<file path="src/rtl/alu_seq_pkg.sv">
// Shared encodings for the multi-word ALU sequencer and its nbitALU slice.
// The op values double as nbitALU mode values.
package alu_seq_pkg;

    typedef enum logic [2:0] {
        OP_ADD = 3'b000,
        OP_SUB = 3'b001,
        OP_AND = 3'b010,
        OP_OR  = 3'b011,
        OP_XOR = 3'b100,
        OP_NOT = 3'b101,
        OP_INC = 3'b110,
        OP_DEC = 3'b111
    } op_e;

    typedef enum logic [1:0] {
        IDLE = 2'd0,
        RUN  = 2'd1,
        DONE = 2'd2
    } state_e;

    function automatic logic is_arith(op_e op);
        return (op == OP_ADD) || (op == OP_SUB) || (op == OP_INC) || (op == OP_DEC);
    endfunction

endpackage

</file>
<file path="src/rtl/alu_multiword_seq_if.sv">
// Requester-side start/done bus of the multi-word ALU sequencer.
interface alu_multiword_seq_if #(
    parameter int WIDTH = 4,
    parameter int WORDS = 4
);
    logic                   start;
    logic [2:0]             op;
    logic [WIDTH*WORDS-1:0] opa;
    logic [WIDTH*WORDS-1:0] opb;
    logic                   busy;
    logic                   done;
    logic [WIDTH*WORDS-1:0] result;
    logic                   carry_out;
    logic                   zero;

    modport master (
        output start, op, opa, opb,
        input  busy, done, result, carry_out, zero
    );

    modport slave (
        input  start, op, opa, opb,
        output busy, done, result, carry_out, zero
    );
endinterface

</file>
<file path="src/rtl/alu_multiword_seq_alu.sv">
// nbitALU: single WIDTH-bit combinational ALU slice.
// Logic modes report carry_out = 0.
module nbitALU
    import alu_seq_pkg::*;
#(
    parameter int WIDTH = 4
) (
    input  logic [2:0]       mode,
    input  logic [WIDTH-1:0] a,
    input  logic [WIDTH-1:0] b,
    input  logic             carry_in,
    output logic [WIDTH-1:0] y,
    output logic             carry_out
);

    always_comb begin
        y         = '0;
        carry_out = 1'b0;
        case (op_e'(mode))
            OP_ADD: {carry_out, y} = {1'b0, a} + {1'b0, b} + {{WIDTH{1'b0}}, carry_in};
            OP_SUB: {carry_out, y} = {1'b0, a} + {1'b0, ~b} + {{WIDTH{1'b0}}, carry_in};
            OP_AND: y = a & b;
            OP_OR:  y = a | b;
            OP_XOR: y = a ^ b;
            OP_NOT: y = ~a;
            OP_INC: {carry_out, y} = {1'b0, a} + {{WIDTH{1'b0}}, 1'b1};
            OP_DEC: {carry_out, y} = {1'b0, a} + {1'b0, {WIDTH{1'b1}}};
            default: y = '0;
        endcase
    end

endmodule

</file>
<file path="src/rtl/alu_multiword_seq.sv">
// Multi-word ALU sequencer: runs one nbitALU slice once per word, LSW first,
// chaining the carry through a register between words.
module alu_multiword_seq
    import alu_seq_pkg::*;
#(
    parameter int WIDTH = 4,
    parameter int WORDS = 4
) (
    input  logic              clk,
    input  logic              rst_n,
    alu_multiword_seq_if.slave bus
);

    localparam int TOTAL = WIDTH * WORDS;
    localparam int IDX_W = $clog2(WORDS);

    state_e             state_q, state_d;
    logic [IDX_W-1:0]   idx_q;
    logic               carry_q;
    op_e                op_q;
    logic [TOTAL-1:0]   a_q, b_q, result_q;
    logic               carry_out_q, zero_q;

    logic               accept, last_word;
    logic [TOTAL-1:0]   b_mapped;
    logic               carry_init;
    logic [2:0]         slice_mode;
    logic [WIDTH-1:0]   slice_a, slice_b, slice_y;
    logic               slice_cout;
    logic [TOTAL-1:0]   result_next;

    assign accept    = bus.start && (state_q != RUN);
    assign last_word = (idx_q == IDX_W'(WORDS - 1));

    always_ff @(posedge clk) begin
        if (!rst_n) state_q <= IDLE;
        else        state_q <= state_d;
    end

    always_comb begin
        state_d = state_q;
        case (state_q)
            IDLE:    if (accept) state_d = RUN;
            RUN:     if (last_word) state_d = DONE;
            DONE:    state_d = accept ? RUN : IDLE;
            default: state_d = IDLE;
        endcase
    end

    // Arithmetic ops all become ADD with a pre-mapped B and a preset carry,
    // so the mapping is applied once when the request is captured.
    always_comb begin
        b_mapped   = bus.opb;
        carry_init = 1'b0;
        case (op_e'(bus.op))
            OP_SUB: begin b_mapped = ~bus.opb; carry_init = 1'b1; end
            OP_INC: begin b_mapped = '0;       carry_init = 1'b1; end
            OP_DEC: begin b_mapped = '1;       carry_init = 1'b0; end
            default: ;
        endcase
    end

    always_comb begin
        slice_mode  = is_arith(op_q) ? 3'(OP_ADD) : 3'(op_q);
        slice_a     = a_q[int'(idx_q)*WIDTH +: WIDTH];
        slice_b     = b_q[int'(idx_q)*WIDTH +: WIDTH];
        result_next = result_q;
        result_next[int'(idx_q)*WIDTH +: WIDTH] = slice_y;
    end

    nbitALU #(.WIDTH(WIDTH)) u_slice (
        .mode      (slice_mode),
        .a         (slice_a),
        .b         (slice_b),
        .carry_in  (carry_q),
        .y         (slice_y),
        .carry_out (slice_cout)
    );

    always_ff @(posedge clk) begin
        if (!rst_n) begin
            op_q        <= OP_ADD;
            a_q         <= '0;
            b_q         <= '0;
            result_q    <= '0;
            idx_q       <= '0;
            carry_q     <= 1'b0;
            carry_out_q <= 1'b0;
            zero_q      <= 1'b0;
        end else if (accept) begin
            op_q     <= op_e'(bus.op);
            a_q      <= bus.opa;
            b_q      <= b_mapped;
            result_q <= '0;
            idx_q    <= '0;
            carry_q  <= carry_init;
        end else if (state_q == RUN) begin
            result_q <= result_next;
            carry_q  <= slice_cout;
            idx_q    <= idx_q + IDX_W'(1);
            if (last_word) begin
                carry_out_q <= is_arith(op_q) & slice_cout;
                zero_q      <= (result_next == '0);
            end
        end
    end

    assign bus.busy      = (state_q == RUN);
    assign bus.done      = (state_q == DONE);
    assign bus.result    = result_q;
    assign bus.carry_out = carry_out_q;
    assign bus.zero      = zero_q;

endmodule

</file>
<file path="src/flat_wrapper.sv">
// flat-port wrapper written by rule: the top's interface ports become plain ports
module alu_multiword_seq_flat import alu_seq_pkg::*;
#(
    parameter int WIDTH = 4,
    parameter int WORDS = 4
)
  (clk, rst_n, bus_start, bus_op, bus_opa, bus_opb, bus_busy, bus_done, bus_result, bus_carry_out, bus_zero);
  alu_multiword_seq_if #(.WIDTH(WIDTH), .WORDS(WORDS)) bus_i ();
  input  logic clk;
  input  logic rst_n;
  input wire logic [$bits(bus_i.start)-1:0] bus_start;
  input wire logic [$bits(bus_i.op)-1:0] bus_op;
  input wire logic [$bits(bus_i.opa)-1:0] bus_opa;
  input wire logic [$bits(bus_i.opb)-1:0] bus_opb;
  output wire logic [$bits(bus_i.busy)-1:0] bus_busy;
  output wire logic [$bits(bus_i.done)-1:0] bus_done;
  output wire logic [$bits(bus_i.result)-1:0] bus_result;
  output wire logic [$bits(bus_i.carry_out)-1:0] bus_carry_out;
  output wire logic [$bits(bus_i.zero)-1:0] bus_zero;
  assign bus_i.start = bus_start;
  assign bus_i.op = bus_op;
  assign bus_i.opa = bus_opa;
  assign bus_i.opb = bus_opb;
  assign bus_busy = bus_i.busy;
  assign bus_done = bus_i.done;
  assign bus_result = bus_i.result;
  assign bus_carry_out = bus_i.carry_out;
  assign bus_zero = bus_i.zero;
  alu_multiword_seq #(.WIDTH(WIDTH), .WORDS(WORDS)) u_core (.clk(clk), .rst_n(rst_n), .bus(bus_i));
endmodule
</file>
<file path="config.mk">
export PLATFORM = sky130hd
export DESIGN_NAME = alu_multiword_seq_flat
export DESIGN_NICKNAME = d
export VERILOG_FILES = /design/src/rtl/alu_seq_pkg.sv /design/src/rtl/alu_multiword_seq_if.sv /design/src/rtl/alu_multiword_seq_alu.sv /design/src/rtl/alu_multiword_seq.sv /design/src/flat_wrapper.sv
export SDC_FILE = /design/constraint.sdc
export NUM_CORES = 1
export LEC_CHECK = 0
export CORE_MARGIN = 10
export CORE_UTILIZATION = 40
export DETAILED_ROUTE_END_ITERATION = 10
export PLACE_DENSITY = 0.66
export SETUP_SLACK_MARGIN = 0.4
export SLEW_MARGIN = 5
export SYNTH_ARGS = -nofsm -noshare
export SYNTH_HDL_FRONTEND = slang
export SYNTH_HIERARCHICAL = 1
export SYNTH_SLANG_ARGS = --single-unit
</file>
<file path="constraint.sdc">
create_clock -name clk -period 7.9 [get_ports clk]
set_input_delay 1.185 -clock clk [delete_from_list [all_inputs] [get_ports clk]]
set_output_delay 1.185 -clock clk [all_outputs]
set_load 0.005 [all_outputs]
</file>
# [Word-level counts from Yosys, hierarchy flattened]
# Index checks and enable logic that the tools add are counted.
[classes] addsub=8 mul=0 div=0 magnitude_cmp=0 eq_ne=19 shift=4 n_mux=12 n_bitwise=9 n_reduce_logical=13
[ops] cell="16-bit one-hot mux with 3 select lines" n=1
[ops] cell="4-bit negation with 33-bit output" n=1
[ops] cell="4-bit by 33-bit variable shift with 16-bit output, first input constant" n=1
[ops] cell="4-bit by 33-bit indexed part select with 16-bit output" n=1
[ops] cell="4-bit one-hot mux with 8 select lines" n=1
[ops] cell="16-bit by 5-bit indexed part select with 4-bit output" n=2
[ops] cell="3-bit equality test, second input constant" n=8
[ops] cell="16-bit bitwise mux" n=1
[ops] cell="16-bit zero test" n=1
[ops] cell="16-bit NOT" n=1
[ops] cell="4-bit by 4-bit adder with 5-bit output" n=2
[ops] cell="5-bit by 1-bit adder with 5-bit output" n=2
[ops] cell="3-bit by 1-bit equality test with 1-bit output, second input constant" n=3
[ops] cell="4-bit NOT" n=2
[ops] cell="3-bit by 2-bit equality test with 1-bit output, second input constant" n=2
[ops] cell="3-bit zero test" n=2
[ops] cell="2-bit by 1-bit != test with 1-bit output, second input constant" n=3
[ops] cell="2-bit one-hot mux with 3 select lines" n=1
[ops] cell="4-bit by 1-bit adder with 5-bit output, second input constant" n=1
[ops] cell="4-bit by 4-bit adder with 5-bit output, second input constant" n=1
[ops] cell="4-bit AND" n=1
[ops] cell="2-bit equality test, second input constant" n=2
[ops] cell="1-bit two-way mux" n=4
[ops] cell="2-bit two-way mux" n=2
[ops] cell="15 further kinds" n=19
[totals] regBits=58 latchBits=0 ramBits=0 mem_bits_ro=0 inputBits=38 out_inout_bits=20 wordCells=74 mem_count=0

# [Depth between registers and ports, before layout]
# Gate-level depths: netlist of the first run.
[logic_depth] depth_word=10 depth_mapped=14

# [By module]
# The synthesis of the first run kept the hierarchy.
[modules_own_cells] mod="alu_multiword_seq" n_inst=1 cells_each=376 area_each_um2=3098.0
[modules_own_cells] mod="nbitALU" n_inst=1 cells_each=95 area_each_um2=733.2

# [Worst setup path after synthesis of the first run]
# Ideal clock, no wire load.
[synth_timing] path_kind="reg-to-reg" start="register u_core.idx_q[0]" end="register u_core.zero_q, in the netlist u_core/bus.zero" setup_ps=87 arrival_time_ps=3689 required_ps=7813 slack_ps=4124 path_stages_with_launch=15 period_less_slack_ps=3776 path_cell_list="dfxtp_1 > buf_2 > mux4_2 > inv_1 > fa_1 > inv_1 > fa_1 > xor2_1 > nand2_1 > mux4_2 > o21a_1 > or4_1 > nand3_1 > a21oi_1 > o31ai_1"
[synth_between] word_cells_on_any_way=21
[synth_lines] element="start, declared" line="alu_multiword_seq.sv:18" rtl="logic [IDX_W-1:0] idx_q;"
[synth_lines] element="start signal, assigned" line="alu_multiword_seq.sv:100" rtl="idx_q <= idx_q + IDX_W'(1);"
[synth_lines] element="16-bit by 5-bit indexed part select with 4-bit output (*)" line="alu_multiword_seq.sv:65" rtl="slice_a = a_q[int'(idx_q)*WIDTH +: WIDTH];"
[synth_lines] element="named net u_core.slice_a[0]" line="alu_multiword_seq.sv:28" rtl="logic [WIDTH-1:0] slice_a, slice_b, slice_y;"
[synth_lines] element="4-bit by 4-bit adder with 5-bit output, on equally long branches" line="alu_multiword_seq_alu.sv:21, alu_multiword_seq_alu.sv:20"
[synth_lines] element="5-bit by 1-bit adder with 5-bit output, on equally long branches" line="alu_multiword_seq_alu.sv:21, alu_multiword_seq_alu.sv:20"
[synth_lines] element="4-bit one-hot mux with 8 select lines (*)" line="alu_multiword_seq_alu.sv:19" rtl="case (op_e'(mode))"
[synth_lines] element="named net u_core.slice_y[2]" line="alu_multiword_seq.sv:28"
[synth_lines] element="4-bit by 33-bit indexed part select with 16-bit output (*)" line="alu_multiword_seq.sv:68" rtl="result_next[int'(idx_q)*WIDTH +: WIDTH] = slice_y;"
[synth_lines] element="16-bit bitwise mux (*)" line="alu_multiword_seq.sv:68"
[synth_lines] element="16-bit zero test (*)" line="alu_multiword_seq.sv:103" rtl="zero_q <= (result_next == '0);"
[synth_lines] element="end signal, assigned" line="alu_multiword_seq.sv:103"
[synth_lines] element="end, declared" line="alu_multiword_seq.sv:22" rtl="logic carry_out_q, zero_q;"
# Mark *: on every way through the listed nets, which the timed path passes. The rest lies on a longest branch.
# A chain may end at the register's enable or synchronous reset.

# [Final worst setup path of the first run]
# Ends and elaborated chain as after synthesis.

==> results.md, run 1 <==
* Worst path arrival time at 4.45 ns
* Post-CTS setup buffer count at 0
* CTS root buf: clkbuf_8
* Main combinational cell family by area after synthesis: compound AO/OA/AOI/OAI gates
* Fin Setup TNS at 0 ns
* Kind of critical path: reg2reg
* R2r startpoint: u_core/idx_q[0]$_SDFFE_PP0P_
* Post-synth top area cell: dfxtp_1
* Diodes inserted at 0
* Hold_buf cts at 0
* Area Growth Syn to Fin at 21.2%
* Pleak at approximately 1.7 nW
* # H-tree levels at 3
* Place WS at 3.68 ns
* Status: completed
* Post-synthesis mux area share at 0.152
* Mapped Area at 3830 sq um
* Initial Utilization at 0.413
* Crit-path max FO at 9
* Fin crit period at 4.20 ns
* Power consumption at between 0.7 and 0.8 mW
* Synth Area in Adders at 0.0830
* XOR/XNOR Fraction of Synth Area at 0.0137
* Initial antenna violation count at 0
* DR DRC count at 0
* Fin. max-slew vios at 0
* Slew of the pin with the lowest slew margin at 1.18 ns
* M2 GR Usage at 0.225
* Top-count cell post-synth: nand2_1
* First-pass iteration count of the detailed router at 4
* Antenna Nets Post-Route at 0
* Clk sink count at 58
* Synth Register Bits at between 50 and 60
* Top Ports at 58
* Share of async-settable or async-resettable flops after synthesis at 0
* Final hold vios at 0
* Cell variety after synth at 50
* Die ar. at roughly 14,000 sq um
* DR vias at 3,413
* Synthesized net count at between 500 and 600
* Synth Area in Compound Gates at 0.204
* Clock-pin slew on the worst setup and hold paths at 0.06 ns
* Largest net degree at the start of global routing at 40
* GR Util met1 at 0.168
* Synth top area cells: dfxtp_1 30%, mux2i_1 9.9%, a21oi_1 9.0%
* Max-cap viol count at 0
* Num rows at 35
* Avg Cell Area, Syn at approximately 8.1 sq um
* Post-synth EDFFs at 0
* Finish-stage setup viols at 0
* Clock Path Buffers at 2
* Worst Hold Class: reg2reg
* Area of the core at roughly 9300 sq um
* Routed WL at about 9400 um
* Final Core Density at 0.500
* Post-synthesis sequential area ratio at 0.303
* Count of mapped cells out of synthesis at 471
* GRT Overall Usage at 0.137
* PnR worst setup slack at ~3.7 ns
* HPWL Detailed at a little under 7000 um
* Die width at 118 um
* First-pass GRT wire length at 16,400 um
* GRT overflow at 0
* Die boundary height at 118 um
* I/O Buffers at 57
* Final Net Count at around 570
* Synth warnings at 6
* Hold_ws at 0.453 ns
* WL per Instance at around 15 um
* Post-CTS Resized at 0
* Synth top area share at 0.303
* Clock latency on the worst-skew pair at 0.34 ns
* Simple-gate share of the synthesized area at 0.185
* Crit share post-route at 0.532
* Grt met3 use at 0.0398
* RSZ-0062 raised after global routing: no
* HP Start: u_core/b_q[5]$_SDFFE_PN0P_
* Maximum vdd drop at 0.0768 mV
* Placed Instance Area at between 4000 and 5000 sq um
* Busiest grt layer: met2
* Number of buffers created by CTS at 9
* Worst setup path start: u_core/idx_q[0]$_SDFFE_PP0P_
* PD cells at between 150 and 200 nW/um^2
* Vias in the first global route at 3,428
* Setup crit start kind: flop
* CTS tree: done
* Worst Path Required at 8.15 ns
* Design area at 4640 sq um
* Finished Layout Cells at about 640
* Rel. slew slack at 0.212
* Cells after DPL at roughly 630
* Layout cells sized above 1 at 0.0642
* FMAX at 0.238 GHz
* GP Congestion at 0.859
* Vias/cell at 5.31
* Final Skew at 0.00647 ns
* Most frequent cells after synthesis: 80 x nand2_1, 69 x a21oi_1, 58 x dfxtp_1
* Crit path capture type: flop
* Most used DFF post-synth: dfxtp_1
* Number of DRC markers in iteration 0 at 213
-- final cells by class --
cell class | count | area [sq um]
clock buffer | 12 | 145
multi-input combinational | 358 | 2450
tap | 129 | 161
timing repair buffer | 62 | 608
sequential | 58 | 1160
fill | 931 | 4640
clock inverter | 3 | 40.0
inverter | 21 | 78.8
-- where the power goes --
part | internal [mW] | switching (mW) | total [mW] | leakage, nW
clock network | 0.152 | 0.113 | 0.265 | 0.0962
registers | 0.306 | 0.00824 | 0.315 | 0.473
logic | 0.0759 | 0.0982 | 0.174 | 1.15
total | 0.534 | 0.219 | 0.753 | 1.72
-- cell families (layout without fill, tap and decap cells) --
group	count (synthesis)	count (layout)
buffers and inverters	55	98
adder cells (fa/ha/maj)	23	23
XOR/XNOR	6	6
AO/OA/AOI/OAI	125	125
multiplexers	47	47
AND/OR/NAND/NOR	157	157
flip-flops	58	58
-- cell usage in the layout (no fill, tap or decap), drive strengths merged, types with 3 or more instances in the layout --
cell type       n
clkdlybuf4s50  57
inv            21
clkbuf         12
or4             3
xor2            3
o31ai           3
o211ai         17
a21oi          69
xnor2           3
a22oi          12
dfxtp          58
nor2           36
ha             19
mux4            9
o21ai           7
nand2          80
nand3b          4
mux2i          38
fa              4
nor2b           9
buf             5
nand3           7
nor3            4
-- state kept, by name, indices dropped and copies added (netlist names) --
register and cells:
u_core/a_q 16, u_core/b_q 16, u_core/bus.result 16, u_core/op_q 3
u_core/idx_q 2, u_core/state_q 2, u_core/bus.carry_out 1, u_core/bus.zero 1
u_core/carry_q 1
-- per-layer routing --
layer  vias to the layer above  routed length [um]
met1                      1603                4320
met5                         -                   0
li1                       1744                   -
met3                         9                 428
met4                         0                 108
met2                        57                4580
-- path summary, 6_finish.rpt --
path	end	slack (ns)	cells past startpoint
worst min register to register	u_core/b_q[5]$_SDFFE_PN0P_	0.45	2
worst min-delay path	u_core/b_q[5]$_SDFFE_PN0P_	0.45	2
worst max register to register	u_core/bus.zero$_SDFFE_PN0P_	3.70	14
worst max-delay path	u_core/bus.zero$_SDFFE_PN0P_	3.70	14
-- worst max-delay path, cell delays in order (launching register included) --
cell	delay (ns)
dfxtp_1	0.57
buf_4	0.27
mux4_2	0.61
inv_1	0.21
fa_1	0.23
inv_1	0.05
fa_1	0.39
xor2_1	0.14
nand2_1	0.06
mux4_2	0.48
o21a_1	0.21
or4_1	0.54
nand3_1	0.09
a21oi_1	0.06
o31ai_1	0.19
Power figures use the tool's default switching activity.
==> run 2, diff against run 1 <==
Clock period 7.9 ns to 4.36 ns, I/O delays scaled along.
==> results.md, run 2 (synthesis gave the netlist of run 1 again) <==
* Status: completed
* # H-tree levels at 3
* PnR worst setup slack at 0.706 ns
* CP delay by family, top: multiplexers
* Kind of critical path: reg2reg
* Area Growth Syn to Fin at 23.0%
* Area of the multi-input gates at 2450 sq um
* CTS tree: done
* Largest net degree at the start of global routing at 40
* DR vias at 3,455
* Top Ports at between 50 and 60
* Finish-stage setup viols at 0
* Crit-path max FO at 15
* Num rows at 35
* Crit share post-route at 0.838
* Vias/cell at roughly 5.3
* Area of the core at 9280 sq um
* Number of DRC markers in iteration 0 at 205
* First-pass GRT wire length at 15,800 um
* DR DRC count at 0
* Vias in the first global route at 3,332
* Worst Path Required at 4.61 ns
* Hold_buf cts at 0
* Worst path arrival time at 3.90 ns
* Fin Setup TNS at 0 ns
* Clock-pin slew on the worst setup and hold paths at ~0.07 ns
* Clk sink count at 58
* Placed Instance Area at around 4500 sq um
* Slew of the pin with the lowest slew margin at 1.20 ns
* Final hold vios at 0
* Layout cells sized above 1 at 0.0827
* Final Net Count at 576
* Storage element area at 1160 sq um
* Maximum vdd drop at 0.185 mV
* Final Skew at 0.00695 ns
* FMAX at 0.274 GHz
* Die width at 118 um
* WL per Instance at 14.5 um
* Diodes inserted at 0
* Pleak at between 1.5 and 2 nW
* Routed WL at 9420 um
* Initial Utilization at 0.413
* Crit path capture type: flop
* Most common cell after layout, fill and taps aside: nand2_1
* Die ar. at 13,900 sq um
* Design area at 4710 sq um
* GRT Overall Usage at 0.133
* Filler cell count at 929
* Number of buffers created by CTS at 9
* Worst Hold Class: reg2reg
* HPWL Detailed at between 6000 and 7000 um
* GP Congestion at around 0.86
* First-pass iteration count of the detailed router at 5
* Initial antenna violation count at 0
* Place WS at 0.616 ns
* Rel. slew slack at 0.198
* CTS root buf: clkbuf_8
* CP peak stage delay at 0.56 ns
* CP max-delay cell: mux4_2
* I/O Buffers at between 50 and 60
* RSZ-0062 raised after global routing: no
* Clock Path Buffers at 2
* Clock latency on the worst-skew pair at 0.34 ns
* PD cells at 295 nW/um^2
* CP Cell Sequence: buf_12, mux4_2, fa_1, inv_1, fa_1, xor2_1, nand2_1, mux4_2, o21a_1, or4_1, nand3_1, a21oi_1, o31ai_1
* Max-cap viol count at 0
* Most frequent cells in the layout: 80 x nand2_1, 69 x a21oi_1, 57 x clkdlybuf4s50_1, 57 x dfxtp_1, 38 x mux2i_1
* GRT overflow at 0
* Setup crit start kind: flop
* Fin. max-slew vios at 0
* Fin crit period at 3.65 ns
* Die boundary height at approximately 120 um
* Antenna Nets Post-Route at 0
* Buf/Inv on CP at 2
## run 2: cell count changes in the layout (fill, tap and decap cells not counted)
| cell | previous run | this run |
|---|---|---|
| clkbuf_1 | 2 | 0 |
| dfxtp_1 | 58 | 57 |
| inv_2 | 1 | 2 |
| clkinv_4 | 0 | 1 |
| dfxtp_2 | 0 | 1 |
| inv_1 | 20 | 19 |
| clkinvlp_4 | 0 | 3 |
| buf_4 | 5 | 9 |
| buf_12 | 0 | 1 |
| clkinv_2 | 2 | 1 |
## run 2: tightest hold or removal path, delay by kind of cell (launching register included)
family           cells  cell delay [ns]
AO/OA/AOI/OAI        1             0.05
AND/OR/NAND/NOR      1             0.05
flip-flops           1             0.31
## run 2: where the power goes
| part | total [mW] | switching (mW) | leakage [nW] | internal (mW) |
|---|---|---|---|---|
| clock | 0.500 | 0.221 | 0.0945 | 0.279 |
| combinational | 0.320 | 0.179 | 1.17 | 0.141 |
| sequential | 0.569 | 0.0137 | 0.474 | 0.555 |
## run 2: per-layer routing
layer | global-route usage | share of wire | routed length, um | vias up
met2 | 0.220 | 0.47 | 4460 | 60
met4 | 0.0286 | 0.0099 | 93 | 0
met5 | 0 | 0 | 0 | -
li1 | - | - | - | 1754
met1 | 0.164 | 0.48 | 4500 | 1632
met3 | 0.0412 | 0.038 | 361 | 9
## run 2: cell type report
class                      count  area share
multi-input combinational    358       0.519
clock buffer                  10      0.0292
timing repair buffer          67       0.140
sequential                    58       0.247
inverter                      21      0.0167
tap                          129      0.0343
clock inverter                 6      0.0141
## run 2: stage by stage
stage               power, mW  hold slack [ns]  utilization  instances
global route             1.47            0.471        0.508        649
global placement        0.892            0.443        0.484        633
CTS                      1.40            0.457        0.506        649
detailed placement      0.899            0.447        0.484        633
finish                   1.39            0.455        0.508        649
floorplan               0.797            0.433            -        471
## run 2: timing repair
item                                    CTS  global route
resized for setup                         0             5
setup buffers                             0             0
endpoints found under the setup margin    0             1
## run 2: worst paths after layout
kind	from	end	slack, ns	cells past startpoint
setup reg to reg	u_core/idx_q[0]$_SDFFE_PP0P_	u_core/bus.zero$_SDFFE_PN0P_	0.71	13
hold / removal	u_core/b_q[7]$_SDFFE_PN0P_	u_core/b_q[7]$_SDFFE_PN0P_	0.46	2
setup / recovery	u_core/idx_q[0]$_SDFFE_PP0P_	u_core/bus.zero$_SDFFE_PN0P_	0.71	13
hold reg to reg	u_core/b_q[7]$_SDFFE_PN0P_	u_core/b_q[7]$_SDFFE_PN0P_	0.46	2
==> patch: new RTL, settings of run 1 <==
`WIDTH` is set to 4 in 4 places; all go to 5.
--- a/src/rtl/alu_multiword_seq_if.sv
+++ b/src/rtl/alu_multiword_seq_if.sv
@@ -1,6 +1,6 @@
 // Requester-side start/done bus of the multi-word ALU sequencer.
 interface alu_multiword_seq_if #(
-    parameter int WIDTH = 4,
+    parameter int WIDTH = 5,
     parameter int WORDS = 4
 );
     logic                   start;
--- a/src/rtl/alu_multiword_seq_alu.sv
+++ b/src/rtl/alu_multiword_seq_alu.sv
@@ -3,7 +3,7 @@
 module nbitALU
     import alu_seq_pkg::*;
 #(
-    parameter int WIDTH = 4
+    parameter int WIDTH = 5
 ) (
     input  logic [2:0]       mode,
     input  logic [WIDTH-1:0] a,
--- a/src/rtl/alu_multiword_seq.sv
+++ b/src/rtl/alu_multiword_seq.sv
@@ -3,7 +3,7 @@
 module alu_multiword_seq
     import alu_seq_pkg::*;
 #(
-    parameter int WIDTH = 4,
+    parameter int WIDTH = 5,
     parameter int WORDS = 4
 ) (
     input  logic              clk,
--- a/src/flat_wrapper.sv
+++ b/src/flat_wrapper.sv
@@ -1,7 +1,7 @@
 // flat-port wrapper written by rule: the top's interface ports become plain ports
 module alu_multiword_seq_flat import alu_seq_pkg::*;
 #(
-    parameter int WIDTH = 4,
+    parameter int WIDTH = 5,
     parameter int WORDS = 4
 )
   (clk, rst_n, bus_start, bus_op, bus_opa, bus_opb, bus_busy, bus_done, bus_result, bus_carry_out, bus_zero);
Interface: changed (resized bus_opa, bus_opb and bus_result); port bits go from 58 to 70. The function was not compared with the original's and may differ.
==> patch against run 1 <==
Synthesized area increased by 8.1%. Cell area increased by 10%. Worst setup slack improved by 92 ps. Via count increased by 8.2%. Sequential cell count increased by 12. Power increased by 16%. Wire length increased by 15%. Global-route usage increased by 1.3 points. Cell count increased by 9.8%. Highest routed layer unchanged.
==> patch: results (changes against run 1) <==
status: "finished, final reports clean"
clk_pin_slew_ps: 80  # +20 ps
gp_congestion: 0.909  # +5.9%
grt_pass1_wl_um: 18400  # +12%
place_inst: 690  # +9.9%
yosys-top-cells-area: "dfxtp_1, nand2_1, ha_1"
hp-class: "reg2reg"
synth_ff_type: "dfxtp_1"
antenna_found_initial: 0  # unchanged
grt_max_degree: 51  # +28%
yosysSeqAreaShare: 0.338  # +0.0352
post-cts-setup-buffer-count: 0  # unchanged
slowest_delay_ps: 740  # +130 ps
tightestPinTransition_ps: 894  # -286 ps
drtIter0Drc: 154  # -28%
synthTopCellsByCount: "nand2_1, dfxtp_1, a21oi_1, o21ai_0, nor2_1"
vdd_drop_max_v: 0.0000868  # +13%
synth_cells: 510  # +8.3%
first_global_vias: 3690  # +7.6%
use_met1: 0.193  # +0.0244
cts-root-buf: "clkbuf_8"
p_leak_uw: 0.00187  # +8.8%
fillCellCount: 1010  # +8.5%
hpwl_um: 8360  # +22%
viasPerCell: 5.23  # -1.5%
cts_resized: 0  # unchanged
path_max_fanout: 14  # +5
grtUsageTotal: 0.150  # +0.0129
wl_per_cell_um: 15.4  # +4.8%
io_buffers: 69  # +21%
synth_fp_nets: 582  # +9.4%
grt_use_met3: 0.0342  # -0.00558
clockBufferDepth: 2  # unchanged
synth_warnings: 6  # unchanged
htreeDepth: 3  # unchanged
dp_worst_setup_slack_ps: 3810  # +134 ps
cts_hold_buffers: 0  # unchanged
layout-drive-gt1-share: 0.0842  # +0.0200
dr.pass1.iters: 4  # unchanged
skew_ps: 8.40  # +1.94 ps
synthArstFlopShare: 0  # unchanged
arrival_ps: 4390  # -60 ps
final_nets: 637  # +12%
critPathSlowestCell: "dfxtp_1"
ys_types: 59  # +18%
grt.met2_usage: 0.249  # +0.0242
wirelength_um: 10900  # +15%
-- patch: worst paths after layout --
kind              startpoint         endpoint  slack [ps]  cells past startpoint
max          u_core/idx_q[1]  u_core/bus.zero        3790                     14
min           u_core/a_q[13]   u_core/a_q[13]         460                      2
max reg2reg  u_core/idx_q[1]  u_core/bus.zero        3790                     14
min reg2reg   u_core/a_q[13]   u_core/a_q[13]         460                      2
-- patch: stage by stage --
step	power [µW]	instance area (µm²)	hold slack (ps)	util
2_1_floorplan	525	4140	439	-
4_1_cts	879	5110	467	0.502
5_1_grt	923	5110	483	0.502
3_3_place_gp	589	4910	452	0.483
3_5_place_dp	592	4910	456	0.483
6_report	871	5110	463	0.502
-- patch: cells by family after synthesis --
kind of cell,Yosys count,synth area share
XOR/XNOR,9,0.0190
AND/OR/NAND/NOR,180,0.203
adder cells (fa/ha/maj),26,0.0858
flip-flops,70,0.338
multiplexers,13,0.0616
AO/OA/AOI/OAI,159,0.238
buffers and inverters,53,0.0544
-- patch: cell type report --
| type | instances | share of cell area |
|---|---|---|
| multi-input cells | 387 | 0.493 |
| flip-flops and latches | 70 | 0.274 |
| repair buffers | 75 | 0.144 |
| well taps | 136 | 0.0333 |
| clock buffers | 10 | 0.0250 |
| inverters | 22 | 0.0166 |
| clock inverters | 6 | 0.0139 |
-- patch: critical path, delay by kind of cell (launching register included) --
family	cells	cell delay, ps
and+or+nand+nor	5	1050
AOI/OAI and AO/OA	4	660
muxes	1	450
DFF	1	740
xor gates and xnor gates	1	80
adders and majority gates	2	910
buffers and inverters	1	150
-- patch: per-layer routing --
metal / routed length (µm) / part of all wire
met4: 96 / 0.0088
met3: 444 / 0.041
met2: 5220 / 0.48
met1: 5100 / 0.47
met5: 0 / 0
-- patch: where the power goes --
group          switching, µW  internal, µW
Sequential              10.8           372
Clock                    139           148
Combinational            114          87.3
